**src/rtl/keypad_scanner.sv**
```systemverilog
// 4x4 matrix keypad scanner: walks active-low columns, debounces whole-matrix
// scans and emits one strobe with a hex key code per accepted press.
module keypad_scanner #(
  parameter int SCAN_DIV       = 50000,
  parameter int DEBOUNCE_SCANS = 4
) (
  input  logic       clk,
  input  logic       reset_n,
  input  logic [3:0] row,
  output logic [3:0] col,
  output logic [3:0] key_code,
  output logic       key_valid,
  output logic       key_held
);

  localparam int DW = $clog2(SCAN_DIV);
  localparam int SW = $clog2(DEBOUNCE_SCANS + 1);
  localparam logic [DW-1:0] DWELL_LAST = DW'(SCAN_DIV - 1);
  localparam logic [SW-1:0] STAB_FULL  = SW'(DEBOUNCE_SCANS);

  typedef enum logic {
    ARMED,
    PRESSED
  } state_t;

  typedef enum logic [1:0] {
    RES_NONE,
    RES_SINGLE,
    RES_MULTI
  } result_t;

  logic [3:0]    rowMeta_q, rowMeta_d;
  logic [3:0]    rowSync_q, rowSync_d;
  logic [DW-1:0] dwell_q, dwell_d;
  logic [1:0]    colIdx_q, colIdx_d;
  logic [1:0]    hitCnt_q, hitCnt_d;
  logic [3:0]    hitCode_q, hitCode_d;
  result_t       prev_q, prev_d;
  logic [3:0]    prevCode_q, prevCode_d;
  logic [SW-1:0] stabCnt_q, stabCnt_d;
  state_t        state_q, state_d;
  logic [3:0]    keyCode_q, keyCode_d;
  logic          keyValid_q, keyValid_d;
  logic          keyHeld_q, keyHeld_d;

  logic [3:0]    rowLow;
  logic [2:0]    rowPop;
  logic [1:0]    rowIdx;

  function automatic logic [3:0] mapKey(input logic [1:0] r, input logic [1:0] c);
    logic [3:0] code;
    case ({r, c})
      4'h0: code = 4'h1;
      4'h1: code = 4'h2;
      4'h2: code = 4'h3;
      4'h3: code = 4'hA;
      4'h4: code = 4'h4;
      4'h5: code = 4'h5;
      4'h6: code = 4'h6;
      4'h7: code = 4'hB;
      4'h8: code = 4'h7;
      4'h9: code = 4'h8;
      4'hA: code = 4'h9;
      4'hB: code = 4'hC;
      4'hC: code = 4'h0;
      4'hD: code = 4'hF;
      4'hE: code = 4'hE;
      default: code = 4'hD;
    endcase
    return code;
  endfunction

  assign rowLow = ~rowSync_q;
  assign rowPop = {2'b00, rowLow[0]} + {2'b00, rowLow[1]}
                + {2'b00, rowLow[2]} + {2'b00, rowLow[3]};

  always_comb begin
    rowIdx = 2'd0;
    if (rowLow[0])      rowIdx = 2'd0;
    else if (rowLow[1]) rowIdx = 2'd1;
    else if (rowLow[2]) rowIdx = 2'd2;
    else if (rowLow[3]) rowIdx = 2'd3;
  end

  always_ff @(posedge clk) begin
    if (!reset_n) begin
      rowMeta_q  <= 4'hF;
      rowSync_q  <= 4'hF;
      dwell_q    <= '0;
      colIdx_q   <= 2'd0;
      hitCnt_q   <= 2'd0;
      hitCode_q  <= 4'h0;
      prev_q     <= RES_NONE;
      prevCode_q <= 4'h0;
      stabCnt_q  <= '0;
      state_q    <= ARMED;
      keyCode_q  <= 4'h0;
      keyValid_q <= 1'b0;
      keyHeld_q  <= 1'b0;
    end else begin
      rowMeta_q  <= rowMeta_d;
      rowSync_q  <= rowSync_d;
      dwell_q    <= dwell_d;
      colIdx_q   <= colIdx_d;
      hitCnt_q   <= hitCnt_d;
      hitCode_q  <= hitCode_d;
      prev_q     <= prev_d;
      prevCode_q <= prevCode_d;
      stabCnt_q  <= stabCnt_d;
      state_q    <= state_d;
      keyCode_q  <= keyCode_d;
      keyValid_q <= keyValid_d;
      keyHeld_q  <= keyHeld_d;
    end
  end

  // Hit accumulation saturates at 2 so any ghost pattern collapses to MULTI.
  logic [1:0]    newCnt;
  logic [3:0]    newCode;
  logic          scanDone;
  result_t       scanRes;
  logic [SW-1:0] stabInc;

  always_comb begin
    rowMeta_d  = row;
    rowSync_d  = rowMeta_q;
    dwell_d    = dwell_q;
    colIdx_d   = colIdx_q;
    hitCnt_d   = hitCnt_q;
    hitCode_d  = hitCode_q;
    prev_d     = prev_q;
    prevCode_d = prevCode_q;
    stabCnt_d  = stabCnt_q;
    state_d    = state_q;
    keyCode_d  = keyCode_q;
    keyValid_d = 1'b0;
    keyHeld_d  = keyHeld_q;
    newCnt     = hitCnt_q;
    newCode    = hitCode_q;
    scanDone   = 1'b0;
    scanRes    = RES_NONE;
    stabInc    = (stabCnt_q == STAB_FULL) ? STAB_FULL : stabCnt_q + 1'b1;

    if (dwell_q == DWELL_LAST) begin
      dwell_d  = '0;
      colIdx_d = colIdx_q + 2'd1;
      if (rowPop >= 3'd2) begin
        newCnt = 2'd2;
      end else if (rowPop == 3'd1) begin
        newCnt  = (hitCnt_q == 2'd0) ? 2'd1 : 2'd2;
        newCode = mapKey(rowIdx, colIdx_q);
      end
      if (colIdx_q == 2'd3) begin
        scanDone  = 1'b1;
        hitCnt_d  = 2'd0;
        hitCode_d = 4'h0;
        case (newCnt)
          2'd0:    scanRes = RES_NONE;
          2'd1:    scanRes = RES_SINGLE;
          default: scanRes = RES_MULTI;
        endcase
      end else begin
        hitCnt_d  = newCnt;
        hitCode_d = newCode;
      end
    end else begin
      dwell_d = dwell_q + 1'b1;
    end

    if (scanDone) begin
      case (scanRes)
        RES_NONE: begin
          if (prev_q == RES_NONE) begin
            stabCnt_d = stabInc;
          end else begin
            stabCnt_d = SW'(1);
            prev_d    = RES_NONE;
          end
        end
        RES_SINGLE: begin
          if (prev_q == RES_SINGLE && prevCode_q == newCode) begin
            stabCnt_d = stabInc;
          end else begin
            stabCnt_d  = SW'(1);
            prev_d     = RES_SINGLE;
            prevCode_d = newCode;
          end
        end
        default: begin
          stabCnt_d = '0;
          prev_d    = RES_MULTI;
        end
      endcase

      // A new key is only reported from ARMED, so a release must come first.
      case (state_q)
        ARMED: begin
          if (scanRes == RES_SINGLE && stabCnt_d == STAB_FULL) begin
            keyCode_d  = newCode;
            keyValid_d = 1'b1;
            keyHeld_d  = 1'b1;
            state_d    = PRESSED;
          end
        end
        default: begin
          if (scanRes == RES_NONE && stabCnt_d == STAB_FULL) begin
            keyHeld_d = 1'b0;
            state_d   = ARMED;
          end
        end
      endcase
    end
  end

  assign col       = ~(4'b0001 << colIdx_q);
  assign key_code  = keyCode_q;
  assign key_valid = keyValid_q;
  assign key_held  = keyHeld_q;

endmodule

```
**config.mk**
```make
export PLATFORM = sky130hd
export DESIGN_NAME = keypad_scanner
export DESIGN_NICKNAME = d
export VERILOG_FILES = /design/src/rtl/keypad_scanner.sv
export SDC_FILE = /design/constraint.sdc
export NUM_CORES = 1
export LEC_CHECK = 0
export BUFFER_PORTS_ARGS = -buffer_cell sky130_fd_sc_hd__buf_2
export CAP_MARGIN = 20
export CORE_AREA = 2 2 76 71
export CTS_CLUSTER_DIAMETER = 50
export DETAILED_ROUTE_END_ITERATION = 16
export DIE_AREA = 0 0 78 73
export PLACE_DENSITY = 0.71
export SYNTH_ARGS = -nofsm -noshare
export SYNTH_HDL_FRONTEND = slang
export SYNTH_SLANG_ARGS = --single-unit
```
**constraint.sdc**
```tcl
create_clock -name clk -period 4.85 [get_ports clk]
set_input_delay 1.455 -clock clk [delete_from_list [all_inputs] [get_ports clk]]
set_output_delay 1.455 -clock clk [all_outputs]
set_load 0.01 [all_outputs]
```
Word level (Yosys, flattened, before mapping)
Memory sizes are Yosys's and may differ from the RTL's.
Index checks and enable logic that the tools add are counted.
Widths: inputs -> output; s select.
- add/sub/neg operators: 6
- $lt $le $gt $ge: 1
- eq/ne operators: 12
- shift operators: 1
- mux-type cells: 32
- bitwise operators: 6
- reductions and logical operators: 14
- operator list (operator ; number):
    $mux 2 ; 13
    $add 16x1->16 const B ; 1
    $eq 16x16->1 const B ; 1
    $mux 4 ; 4
    $mux 3 ; 4
    $reduce_and 3->1 ; 4
    $logic_not 2->1 ; 4
    $mux 1 ; 8
    $not 4->4 ; 2
    $pmux 2 s2 ; 2
    $eq 2x1->1 const B ; 3
    $eq 3x3->1 const B ; 2
    $pmux 3 s2 ; 1
    $eq 4x4->1 ; 1
    $ne 2x2->1 const B ; 2
    $not 1->1 ; 4
    $shl 1x2->4 const A ; 1
    $add 2x1->3 ; 1
    $add 3x1->3 ; 1
    $add 3x1->3 const B ; 1
    $eq 3x1->1 const B ; 1
    $ge 3x2->1 const B ; 1
    $logic_and 1x1->1 ; 3
    $reduce_or 3->1 ; 1
    6 further kinds ; 6
- flip-flop bits (word level): 48
- ROM bits: 64
- bits of input ports: 6
- output and inout bits: 10
- word-level logic and storage cells: 86
- memories kept: 1
- memories (memory ; words ; bits a word ; read ports ; clocked after Yosys merged registers in ; wr ports ; RTL line ; RTL):
    (no name shown) ; 16 ; 4 ; 1 ; 0 ; 0 ; 52 ; case ({r, c})

Logic depth before layout (Yosys ltp)
- word-level depth: 19
- mapped depth: 14
- mapped depth without buffers: 13

Least setup slack after synthesis
Ideal clock, no wire load.
- path type: register to register
- start point: register rowSync_q[1]
- end point: register prev_q[1]
- setup time: 0.088 ns
- arrival time: 3.219 ns
- data required time: 4.762 ns
- setup slack: 1.543 ns
- stages on the path, launching flop included: 14
- buffers on the path: 0
- period minus slack after synthesis: 3.307 ns
- path through: dfxtp_1 -> fa_1 -> inv_1 -> ha_1 -> inv_1 -> ha_1 -> nor3b_2 -> and2_1 -> nand2_1 -> or3_1 -> o32ai_2 -> o31ai_1 -> or3_4 -> a311oi_2
- word-level cells in the longest chain between the ends: 15
- elaborated cells between the ends (all ways): 28
- classes of those cells: 3 x add/sub; 1 x order compare; 6 x eq/ne; 12 x mux; 1 x bitwise; 4 x reduce/logical; 1 x memory
- ends and longest elaborated chain (what ; RTL line ; RTL):
    start, declared ; 33 ; logic [3:0] rowSync_q, rowSync_d;
    start signal, assigned ; 102 ; rowSync_q <= rowSync_d;
    $not 4->4 (*) ; 73 ; assign rowLow = ~rowSync_q;
    branches (longest 14 deep; another with $add 2x1->3) ; -- ;
    end signal, assigned ; 107 ; prev_q <= prev_d;
    end, declared ; 38 ; result_t prev_q, prev_d;
Mark *: on every way between the ends. The select of a mux whose other input is x is not followed.
A chain may end at the register's enable or synchronous reset.

Final worst setup path
Same ends and word-level chain as after synthesis.

==> flow_metrics.tcl <==
set metrics [dict create \
    ys_seq_area_frac 0.3717 \
    setup_violations 0 \
    worst_pin_slew_ps 696.7 \
    n_fill_cell 476 \
    crit_family "simple AND/OR/NAND/NOR gates" \
    synth_nets 329 \
    multi_input_area_um2 1508 \
    synth_top_area_frac 0.3717 \
    via_count 2112 \
    clk_pin_slew_ps 90 \
    startpoint_type "register" \
    seqPwrFrac 0.537 \
    slew_violations 0 \
    antenna_found_initial 0 \
    drive_above_1_share 0.1049 \
    ant_nets 0 \
    cts_hold_buf 0 \
    p_int_uw 584.5 \
    avgRoutedWirePerCell_um 13.27 \
    hp-class "reg2reg" \
    fin_ws_ps 1071 \
    ios 16 \
    core_area_um2 5005 \
    track_usage 0.2007 \
    syn_area_per_cell_um2 8.312 \
    fin_crit_sh 0.7791 \
    ys_ff_latch 48 \
    start_util 0.5165 \
    avgViaCountPerCell 5.402 \
    yosysUniqueCellTypes 57 \
    p_per_area_nw_per_um2 265.6 \
    grt_pass1_wl_um 9121 \
    cts_tree "done" \
    synthArstFlopShare 0 \
    grt_pass1_vias 1944 \
    syn_inst 311 \
    fin_tns_setup_ps 0 \
    yosys.area.top_type "dfxtp_1" \
    max_freq_mhz 264.6 \
    grt_start_max_net_pins 32 \
    synth_area_um2 2585 \
    nets 341 \
    die_x_um 78 \
    die_area_um2 5694 \
    cts_buffer_depth 2 \
    rows 25 \
    cp_num_buf_inv 2 \
    required_ps 5070 \
    p_switching_uw 166.4 \
    diodes 0 \
    clock_power_share 0.402 \
    cts.repair.resized 0 \
    p_sw_frac 0.2216 \
    ys.flop_type "dfxtp_1" \
    end_kind "register" \
    path_class "reg2reg" \
    finalClockSkew_ps 10.34 \
    cts_sinks 48 \
    cts_setup_buffers 0 \
    synth_area_leaders "dfxtp_1, nand2_1, ha_1, nor2_1, mux2i_1" \
    crit_path_max_incr_delay_ps 470 \
    gp_congestion 0.8670 \
    place_ws_ps 1096 \
    cp_cell_sequence "fa_1 > inv_1 > ha_1 > inv_1 > ha_1 > nor3b_2 > and2_1 > nand2_1 > or3_1 > o32ai_2 > o31ai_1 > or3_4 > a311oi_2" \
    outcome "finished clean" \
    worstPathArrival_ps 4000 \
    power.leakage_nw 1.098 \
    rsz0062_at_grt "no" \
    grt_overflow_total 0 \
    synth_edf_count 0 \
    io_buffer_count 15 \
    dpl.hpwl_um 3731 \
    drcViolationCount 0 \
    drtIter0Drc 107 \
    h-tree-depth 2 \
    clk_latency_ps 300 \
    cts_root_buf "clkbuf_8" \
    relSlewSlack 0.5235 \
    syn_to_final_growth_pct 9.390 \
    drv_cap 0 \
    post-route-util 0.5650 \
    cts_buffers 5 \
    first_pass_iters 5 \
    pwr-share-comb 0.061 \
    vdd_ir_drop_max_mv 0.1921 \
    die_h_um 73 \
    cp_max_fo 12 \
    regArea_um2 960.9 \
    yosys_warnings 0 \
    cpMaxStageDelayCell "dfxtp_1" \
    post-route-min-period_ps 3779 \
    wl_um 5188 \
    finalHoldViolations 0 \
]
flip-flops by register name, indices dropped and copies added, names as in the netlist, 2 cells and up:
name and flops:
prevCode_q 4, key_code 4, rowMeta_q 4, dwell_q 16, colIdx_q 2, hitCode_q 4
rowSync_q 4, stabCnt_q 3, hitCnt_q 2, prev_q 2
routing by layer:
metal	wire length (um)	track usage
met1	2745	0.2968
met2	2183	0.2950
met3	189	0.04208
met4	70	0.05848
met5	0	0
cell type report:
cell class / count / area share
Inverter: 19 / 0.02522
Tap cell: 67 / 0.02965
Clock buffer: 6 / 0.02920
Multi-Input combinational cell: 233 / 0.5332
Sequential cell: 48 / 0.3398
Clock inverter: 2 / 0.01372
Timing Repair Buffer: 16 / 0.02920
cell families after synthesis:
| kind of cell | count (synthesis) | synth area share |
|---|---|---|
| XOR/XNOR | 15 | 0.05082 |
| multiplexers | 13 | 0.05131 |
| adder cells (fa/ha/maj) | 12 | 0.06099 |
| flip-flops | 48 | 0.3717 |
| buffers and inverters | 30 | 0.04501 |
| AND/OR/NAND/NOR | 143 | 0.2851 |
| AO/OA/AOI/OAI | 50 | 0.1350 |
placed cells by master (no fill, tap or decap), types with 4 or more instances in the layout:
| cell | n |
|---|---|
| or3_1 | 4 |
| xor2_1 | 8 |
| inv_1 | 19 |
| xnor2_1 | 7 |
| mux2i_1 | 11 |
| clkbuf_8 | 6 |
| nand3_1 | 10 |
| and3_1 | 6 |
| a21oi_1 | 15 |
| dfxtp_1 | 48 |
| buf_2 | 15 |
| nand4_1 | 6 |
| ha_1 | 11 |
| nand2_1 | 45 |
| nand2b_1 | 14 |
| o21ai_0 | 6 |
| nor2_1 | 31 |
cells in the mapped netlist, drive strengths merged (3+ instances only):
master  instances
nor4            3
a21oi          15
mux2i          11
xnor2           7
nor2           31
o32ai           3
nand4           6
dfxtp          48
and3            6
o21ai           7
nand2          45
and2            3
nand3          10
clkbuf          9
nor3            3
a31oi           3
ha             11
nor3b           4
nand2b         14
xor2            8
inv            19
or3             5
worst paths after layout:
kind,start,endpoint,slack [ps],depth (start not counted)
min,rowMeta_q[3]$_SDFF_PN1_,rowSync_q[3]$_SDFF_PN1_,430,1
min reg2reg,rowMeta_q[3]$_SDFF_PN1_,rowSync_q[3]$_SDFF_PN1_,430,1
max reg2reg,rowSync_q[1]$_SDFF_PN1_,prev_q[1]$_SDFFE_PN0P_,1070,13
max,rowSync_q[1]$_SDFF_PN1_,prev_q[1]$_SDFFE_PN0P_,1070,13
worst reg2reg max path: stages (launching register included):
cell,delay [ps]
dfxtp_1,470
fa_1,450
inv_1,70
ha_1,170
inv_1,50
ha_1,330
nor3b_2,290
and2_1,220
nand2_1,220
or3_1,430
o32ai_2,240
o31ai_1,150
or3_4,370
a311oi_2,250
per-stage QoR:
stage | instances | power, mW | instance area, um2 | hold WS, ps
detailed placement | 383 | 0.4571 | 2706 | 412.5
floorplan | 311 | 0.4467 | 2585 | 386.3
global placement | 383 | 0.4564 | 2706 | 406.6
finish | 391 | 0.7510 | 2828 | 428.7
global route | 391 | 0.7776 | 2828 | 468.4
CTS | 391 | 0.7582 | 2828 | 428.6
power by group through the flow:
stage               Sequential (mW)  Combinational (mW)  Clock [mW]
floorplan                     0.412              0.0352           0
global placement              0.412              0.0441           0
detailed placement            0.413              0.0446           0
CTS                           0.403              0.0450       0.310
global route                  0.404              0.0515       0.322
finish                        0.403              0.0455       0.302
No activity file was read; power rests on OpenSTA's default activity.
